`config.mk`:
```
export PLATFORM = sky130hd
export DESIGN_NAME = tpu_sequencer
export DESIGN_NICKNAME = d
export VERILOG_FILES = /design/src/rtl/tpu_pkg.sv /design/src/rtl/tpu_phase_cnt.sv /design/src/rtl/tpu_sequencer.sv
export SDC_FILE = /design/constraint.sdc
export NUM_CORES = 1
export LEC_CHECK = 0
export CORE_MARGIN = 1
export CORE_UTILIZATION = 27
export DETAILED_ROUTE_END_ITERATION = 16
export HOLD_SLACK_MARGIN = 0.1
export PLACE_DENSITY = 0.45
export SYNTH_ARGS = -nofsm -noshare
export SYNTH_HDL_FRONTEND = slang
export SYNTH_SLANG_ARGS = --single-unit
```
`constraint.sdc`:
```
create_clock -name clk -period 1.9 [get_ports clk]
set_input_delay 0.57 -clock clk [delete_from_list [all_inputs] [get_ports clk]]
set_output_delay 0.57 -clock clk [all_outputs]
set_load 0.05 [all_outputs]
```
`src/rtl/tpu_pkg.sv`:
```
// Shared types, defaults and sizing helpers for the TPU tile sequencer.
package tpu_pkg;

  localparam int DEFAULT_SIZE    = 8;
  localparam int DEFAULT_CW_ROWS = 3;

  // Encoding is visible on the debug state port, so the values are fixed.
  typedef enum logic [2:0] {
    ST_IDLE    = 3'd0,
    ST_LOAD    = 3'd1,
    ST_PRELOAD = 3'd2,
    ST_CAL     = 3'd3,
    ST_OUT     = 3'd4
  } state_t;

  // The compute phase lasts three array widths: fill, steady state, drain.
  function automatic int cal_cycles(input int size);
    return 3 * size;
  endfunction

  // Phase counter width: one spare bit above the longest phase so it never wraps.
  function automatic int phase_cnt_width(input int mem_size, input int cal_len);
    int longest;
    longest = (mem_size > cal_len) ? mem_size : cal_len;
    return $clog2(longest) + 1;
  endfunction

endpackage

```
`src/rtl/tpu_phase_cnt.sv`:
```
// Phase counter: clear/increment with a terminal-count compare on the
// registered value. The next value is exported so the owner can register
// outputs that depend on the count without an extra cycle of latency.
module tpu_phase_cnt #(
  parameter int W = 8
) (
  input  logic         clk,
  input  logic         rst,
  input  logic         clr,
  input  logic         inc,
  input  logic [W-1:0] tc,
  output logic [W-1:0] count_next,
  output logic         at_tc
);

  logic [W-1:0] count_q;

  // Next count: clear wins over increment.
  always_comb begin
    count_next = count_q;
    if (clr) begin
      count_next = '0;
    end else if (inc) begin
      count_next = count_q + W'(1);
    end
  end

  // Count register, zeroed by the active-low synchronous reset.
  always_ff @(posedge clk) begin
    if (!rst) begin
      count_q <= '0;
    end else begin
      count_q <= count_next;
    end
  end

  assign at_tc = (count_q == tc);

endmodule

```
`src/rtl/tpu_sequencer.sv`:
```
// Tile-job sequencer for the systolic array: LOAD operand memories,
// PRELOAD weights, CAL compute, then OUT result columns to a consumer.
//
// Result handshake: a column transfers on a rising edge where result_valid
// and result_ready are both 1. result_valid stays high and result_col stays
// stable until that transfer; result_valid never depends on result_ready.
//
// Every output is a flop loaded from next-state decode, so nothing passes
// combinationally from an input to an output.
module tpu_sequencer
  import tpu_pkg::*;
#(
  parameter int SIZE       = DEFAULT_SIZE,
  parameter int CW_ROWS    = DEFAULT_CW_ROWS,
  parameter int MEM_SIZE   = SIZE * SIZE,
  parameter int CAL_CYCLES = cal_cycles(SIZE)
) (
  input  logic                    clk,
  input  logic                    rst,
  input  logic                    start,
  input  logic                    abort,
  input  logic                    load_valid,
  input  logic                    result_ready,
  output logic                    load_mem_done,
  output logic                    preload_cweight,
  output logic                    preload_weight,
  output logic                    cal,
  output logic                    result_valid,
  output logic [$clog2(SIZE)-1:0] result_col,
  output logic                    busy,
  output logic                    done,
  output logic [2:0]              state
);

  localparam int CNT_W = phase_cnt_width(MEM_SIZE, CAL_CYCLES);
  localparam int COL_W = $clog2(SIZE);

  state_t             state_q, state_d;
  logic               cnt_clr, cnt_inc, cnt_at_tc;
  logic [CNT_W-1:0]   cnt_tc, cnt_next;
  logic               load_mem_done_d, done_d;
  logic               busy_d, preload_weight_d, preload_cweight_d, cal_d, result_valid_d;
  logic [COL_W-1:0]   result_col_d;

  tpu_phase_cnt #(.W(CNT_W)) u_phase_cnt (
    .clk        (clk),
    .rst        (rst),
    .clr        (cnt_clr),
    .inc        (cnt_inc),
    .tc         (cnt_tc),
    .count_next (cnt_next),
    .at_tc      (cnt_at_tc)
  );

  // Terminal count for the current phase (last beat/cycle index).
  always_comb begin
    cnt_tc = '0;
    case (state_q)
      ST_LOAD:    cnt_tc = CNT_W'(MEM_SIZE - 1);
      ST_PRELOAD: cnt_tc = CNT_W'(SIZE - 1);
      ST_CAL:     cnt_tc = CNT_W'(CAL_CYCLES - 1);
      ST_OUT:     cnt_tc = CNT_W'(SIZE - 1);
      default:    cnt_tc = '0;
    endcase
  end

  // Next state and counter control; abort overrides everything.
  always_comb begin
    state_d         = state_q;
    cnt_clr         = 1'b0;
    cnt_inc         = 1'b0;
    load_mem_done_d = 1'b0;
    done_d          = 1'b0;
    case (state_q)
      ST_IDLE: begin
        if (start) begin
          state_d = ST_LOAD;
          cnt_clr = 1'b1;
        end
      end
      ST_LOAD: begin
        if (load_valid) begin
          if (cnt_at_tc) begin
            state_d         = ST_PRELOAD;
            cnt_clr         = 1'b1;
            load_mem_done_d = 1'b1;
          end else begin
            cnt_inc = 1'b1;
          end
        end
      end
      ST_PRELOAD: begin
        if (cnt_at_tc) begin
          state_d = ST_CAL;
          cnt_clr = 1'b1;
        end else begin
          cnt_inc = 1'b1;
        end
      end
      ST_CAL: begin
        if (cnt_at_tc) begin
          state_d = ST_OUT;
          cnt_clr = 1'b1;
        end else begin
          cnt_inc = 1'b1;
        end
      end
      ST_OUT: begin
        if (result_ready) begin
          if (cnt_at_tc) begin
            state_d = ST_IDLE;
            cnt_clr = 1'b1;
            done_d  = 1'b1;
          end else begin
            cnt_inc = 1'b1;
          end
        end
      end
      default: begin
        state_d = ST_IDLE;
        cnt_clr = 1'b1;
      end
    endcase
    if (abort) begin
      state_d         = ST_IDLE;
      cnt_clr         = 1'b1;
      cnt_inc         = 1'b0;
      load_mem_done_d = 1'b0;
      done_d          = 1'b0;
    end
  end

  // Output decode from the state and count that will hold next cycle.
  always_comb begin
    busy_d            = (state_d != ST_IDLE);
    preload_weight_d  = (state_d == ST_PRELOAD);
    preload_cweight_d = (state_d == ST_PRELOAD) && (cnt_next < CNT_W'(CW_ROWS));
    cal_d             = (state_d == ST_CAL);
    result_valid_d    = (state_d == ST_OUT);
    result_col_d      = '0;
    if (state_d == ST_OUT) begin
      result_col_d = cnt_next[COL_W-1:0];
    end
  end

  // State and output registers.
  always_ff @(posedge clk) begin
    if (!rst) begin
      state_q         <= ST_IDLE;
      load_mem_done   <= 1'b0;
      preload_cweight <= 1'b0;
      preload_weight  <= 1'b0;
      cal             <= 1'b0;
      result_valid    <= 1'b0;
      result_col      <= '0;
      busy            <= 1'b0;
      done            <= 1'b0;
    end else begin
      state_q         <= state_d;
      load_mem_done   <= load_mem_done_d;
      preload_cweight <= preload_cweight_d;
      preload_weight  <= preload_weight_d;
      cal             <= cal_d;
      result_valid    <= result_valid_d;
      result_col      <= result_col_d;
      busy            <= busy_d;
      done            <= done_d;
    end
  end

  assign state = state_q;

endmodule

```
After elaboration in Yosys (flattened, before gate mapping) --
Cells that the tools add are included.
Cells by class: add/subtract/negate cells 1, $lt $le $gt $ge 1, equal/unequal tests 8, multiplexer cells 23, bitwise operators 3, reductions and logical operators 8
Operator list (count):
- $mux W3 | 8
- $pmux W6 S3 | 1
- $pmux W3 S5 | 1
- $mux W7 | 2
- $eq A3 B2 Y1 const B | 4
- $mux W1 | 9
- $add A7 B1 Y7 const B | 1
- $eq A7 B6 Y1 | 1
- $lt A7 B2 Y1 const B | 1
- $eq A3 B3 Y1 const B | 2
- $reduce_or A3 Y1 | 2
- $pmux W1 S4 | 1
- $reduce_or A2 Y1 | 2
- $eq A3 B1 Y1 const B | 1
- $logic_not A3 Y1 | 1
- $not A1 Y1 | 3
- $pmux W1 S3 | 1
- $reduce_bool A3 Y1 | 1
- $reduce_and A2 Y1 | 1
- $logic_and A1 B1 Y1 | 1
Word-level totals: bits in registers 20, input port bits 6, word-level logic and storage cells 54

Longest topological paths before layout --
Gate-level depths: netlist (run 1).
depth in word-level cells 12, mapped depth 9

By module --
A second synthesis (run 1) with hierarchy kept.
Second synthesis, totals: cells, all modules 115, area, all modules 991.0 sq um
Modules (own cells, without submodules):
- tpu_sequencer | times used 1, cells each 66, area each 571.8 sq um, sequential area each 260.2 sq um
- tpu_phase_cnt | times used 1, cells each 49, area each 419.2 sq um, sequential area each 140.1 sq um

Worst setup path before layout (run 1) --
No wires, ideal clock.
path kind reg2reg, from register state_q[0] (netlist: state[0]), to register busy, setup time 120 ps, arrival 2399 ps, data required time 1780 ps, setup slack -619 ps, stages on the path, launching flop included 9, path buffers 2, clock period less this slack 2519 ps, cells stage by stage dfxtp_1 buf_4 nor3_1 or3_1 a2111oi_2 buf_4 or2b_2 o211ai_4 a211o_1
Between the ends: cells in the longest elaborated chain, start to end 9
RTL lines:
- start, declared | RTL line tpu_sequencer.sv:38 | state_t state_q, state_d;
- start signal, assigned | RTL line tpu_sequencer.sv:159 | state_q <= state_d;
- $eq A3 B3 Y1 / $eq A3 B2 Y1 (equally long branches) | RTL line tpu_sequencer.sv:58, tpu_sequencer.sv:74
- $reduce_or A2 Y1 (no source line)
- $pmux W6 S3 | RTL line tpu_sequencer.sv:58 | case (state_q)
- $eq A7 B6 Y1 | RTL line tpu_phase_cnt.sv:37 | assign at_tc = (count_q == tc);
- $mux W3 (on tied branches) | RTL line tpu_sequencer.sv:110, tpu_sequencer.sv:83
- $mux W3 (on tied branches) | RTL line tpu_sequencer.sv:109, tpu_sequencer.sv:82
- $pmux W3 S5 * | RTL line tpu_sequencer.sv:74 | case (state_q)
- $mux W3 * | RTL line tpu_sequencer.sv:124 | if (abort) begin
- $reduce_bool A3 Y1 * | RTL line tpu_sequencer.sv:135 | busy_d = (state_d != ST_IDLE);
- end signal, assigned | RTL line tpu_sequencer.sv:166 | busy <= busy_d;
- end, declared | RTL line tpu_sequencer.sv:30 | output logic busy,
Every way passes the cells marked *; elsewhere a longest branch is shown, timed or not. A chain may end at the register's enable or synchronous reset.

Worst setup path after layout (run 1) --
Same ends and word-level chain as after synthesis.

==> impl_metrics.json, run 1 <==
{
  "synthTopCellsByCount": "20 x dfxtp_1, 16 x nand2_1, 12 x nor2_1",
  "r2r_slack_ns": -0.24,
  "power.share.sequential": 0.471,
  "hold_class": "reg -> reg",
  "reg2reg_depth": 7,
  "grt_overflow": 0,
  "critPathCaptureType": "flop",
  "grt_pass1_vias": 1099,
  "syn_to_final_growth_pct": 68.5,
  "die_w_um": 65.3,
  "worstPathRequired_ns": 2.05,
  "clock_skew_ns": 0.00503,
  "synth_cell_types": 42,
  "cts_sinks": 20,
  "synth_top_cell_area_share": 0.370,
  "total_power_mw": 0.896,
  "relSlewSlack": 0.615,
  "root_buffer": "clkbuf_8",
  "ys_seq_area_frac": 0.370,
  "ys_warn_count": 0,
  "whs_endpoint": "u_phase_cnt.count_q[6]",
  "outcome": "finished, violations left",
  "swShare": 0.262,
  "route.detailed.drc": 0,
  "fp.dieH_um": 65.3,
  "clk_pin_slew_worst_paths_ns": 0.07,
  "port_buffers": 18,
  "placedCellCount": 229,
  "rsz0062_at_grt": "true",
  "powerDensity_nw_per_um2": 492,
  "synth_ff_type": "dfxtp_1",
  "syn_area_per_cell_um2": 8.38,
  "routed_wl_mm": 3.19,
  "grt_max_degree": 12,
  "firstDrtPassIters": 4,
  "synth_most_common_cell": "dfxtp_1",
  "fin_cells": 236,
  "placed_area_um2": 1660,
  "synth-seq-cells": 20,
  "nets": 196,
  "p_switching_mw": 0.235,
  "viasPerCell": 4.74,
  "coreArea_um2": 3740,
  "finalCoreUtilization": 0.487,
  "grt_pass1_wl_mm": 5.22,
  "start_util": 0.289,
  "layout_min_cycle_time_ns": 2.14,
  "drt_iter0_markers": 52,
  "setup_ws_ns": -0.237,
  "die_area_um2": 4260,
  "hpwl_mm": 2.44,
  "p_comb_frac": 0.206,
  "critPathKind": "reg -> reg",
  "ioPinCount": 19,
  "finalHoldViolations": 0,
  "h-tree-depth": 1,
  "failed_checks": "negative setup slack",
  "whs_ns": 0.557,
  "r2r_start": "state[0]",
  "p_leak_nw": 0.754,
  "fin_crit_sh": 1.12,
  "drt-wirelength-per-cell_um": 13.5,
  "setup_viol": 17,
  "min-delay-start": "u_phase_cnt.count_q[6]",
  "yosysTopAreaCell": "dfxtp_1",
  "drive_gt1_frac": 0.484,
  "antenna_found_initial": 0,
  "diodes": 0,
  "synth-async-reset-ratio": 0,
  "critPathArrivalTime_ns": 2.29,
  "syn_area_um2": 1080,
  "numCtsBuffers": 3,
  "internal-power_mw": 0.661,
  "critPathLaunchType": "flop",
  "fin_area_um2": 1820,
  "ir_worst_vdd_mv": 0.364,
  "clkPwrFrac": 0.323,
  "max_cap_violations": 0,
  "cts_tree": "yes",
  "postRouteAntennaNets": 0,
  "ctsLongestPathBuffers": 2,
  "clkLatencyLatePin_ns": 0.26,
  "r2r_end": "busy",
  "gp_congestion": 0.831,
  "netlist_top_cells_area": "dfxtp_1 37%, nand2_1 5.6%, a21oi_1 4.6%",
  "synth_edf_count": 0,
  "syn-num-nets": 136,
  "fillers": 383,
  "drv_slew": 0,
  "rows": 22,
  "cp_max_fo": 7,
  "syn_inst": 129,
  "worst_pin_slew_ns": 0.569,
  "cts_hold_buf": 0,
  "grt_usage": 0.162,
  "hold_depth": 2,
  "routed-via-count": 1118,
  "fmax_ghz": 0.468
}
-- logic make-up (layout without fill, tap and decap cells) --
group	Yosys count	in the layout	synth area share
compound gates	30	30	0.220
xor+xnor	5	5	0.0405
fa+ha+maj	1	1	0.0116
buf+inv	10	69	0.0440
flops	20	20	0.370
mux	2	2	0.0197
simple gates	61	61	0.294
-- metrics by stage --
stage	setup TNS [ns]	worst slack, ns
3_3_place_gp	-5.78	-0.470
2_1_floorplan	-2.07	-0.209
3_5_place_dp	-5.65	-0.484
5_1_grt	-3.74	-0.325
4_1_cts	-3.17	-0.299
6_report	-1.82	-0.237
-- cell usage in the layout (no fill, tap or decap), types with 2 or more instances in the layout --
cell / n
clkbuf_8: 3
nor2b_1: 2
dfxtp_1: 15
nor2_2: 2
a2111oi_4: 2
xnor2_1: 4
nor2_1: 10
nor3_1: 3
o21a_1: 3
or3_1: 3
nand3_1: 5
buf_6: 4
buf_4: 49
nor4b_1: 2
nor3b_4: 2
and2_1: 3
clkdlybuf4s50_1: 4
dfxtp_4: 3
inv_1: 5
nand2_1: 15
dfxtp_2: 2
a21oi_2: 3
buf_12: 2
or2_2: 2
a21oi_1: 7
-- worst max-delay path, cell delays in order (launching register included) --
cell	delay, ns
dfxtp_4	0.36
o21a_1	0.22
or3_4	0.34
a2111oi_4	0.38
buf_4	0.22
a21boi_2	0.08
o21a_4	0.21
a211o_1	0.22
-- sequential cells by signal (all words and copies together), names as in the netlist --
name	count
done	1
cal	1
u_phase_cnt.count_q	7
load_mem_done	1
result_col	3
busy	1
state	3
preload_weight	1
result_valid	1
preload_cweight	1
-- repair_timing --
action                                  CTS  global route
hold endpoints to repair                  0             0
endpoints found under the setup margin   18            20
setup buffers                             4             1
pin swaps                                 8             6
cloned                                    0             0
resized for setup                         2            22
-- metal layers --
metal | vias up | routed length [um] | track usage | share of wire
met3 | 4 | 76 | 0.0365 | 0.024
met4 | 0 | 36 | 0.0489 | 0.011
li1 | 577 | - | - | -
met2 | 13 | 1510 | 0.258 | 0.47
met1 | 524 | 1570 | 0.216 | 0.49
met5 | - | 0 | 0 | 0
-- power groups by stage --
stage / Combinational [mW] / Sequential [mW] / Clock [mW]
floorplan: 0.0777 / 0.444 / 0
global placement: 0.164 / 0.432 / 0
detailed placement: 0.165 / 0.432 / 0
CTS: 0.172 / 0.421 / 0.301
global route: 0.197 / 0.422 / 0.321
finish: 0.184 / 0.422 / 0.290
-- how the worst max path moves through the flow --
stage / from / endpoint / cells past startpoint
floorplan: state[0] / busy / 8
global placement: load_valid / u_phase_cnt.count_q[6] / 7
detailed placement: load_valid / preload_cweight / 7
CTS: state[0] / busy / 7
global route: state[0] / busy / 7
finish: state[0] / busy / 7
-- layout make-up --
cell class	instances	area, um2	share of cell area
Timing Repair Buffer	60	505	0.277
Multi-Input combinational cell	99	778	0.427
Tap cell	48	60.1	0.0330
Clock buffer	4	45.0	0.0247
Sequential cell	20	414	0.227
Inverter	5	18.8	0.0103
No activity file was read; power rests on OpenSTA's default activity.
==> run 2, diff against run 1 <==
--- a/config.mk
+++ b/config.mk
@@ -5,6 +5,7 @@
 export SDC_FILE = /design/constraint.sdc
 export NUM_CORES = 1
 export LEC_CHECK = 0
+export ABC_CLOCK_PERIOD_IN_PS = 1900
 export CORE_MARGIN = 1
 export CORE_UTILIZATION = 27
 export DETAILED_ROUTE_END_ITERATION = 16
==> results of run 2 <==
The final DEF is identical to that of run 1; final timing and power are the same.
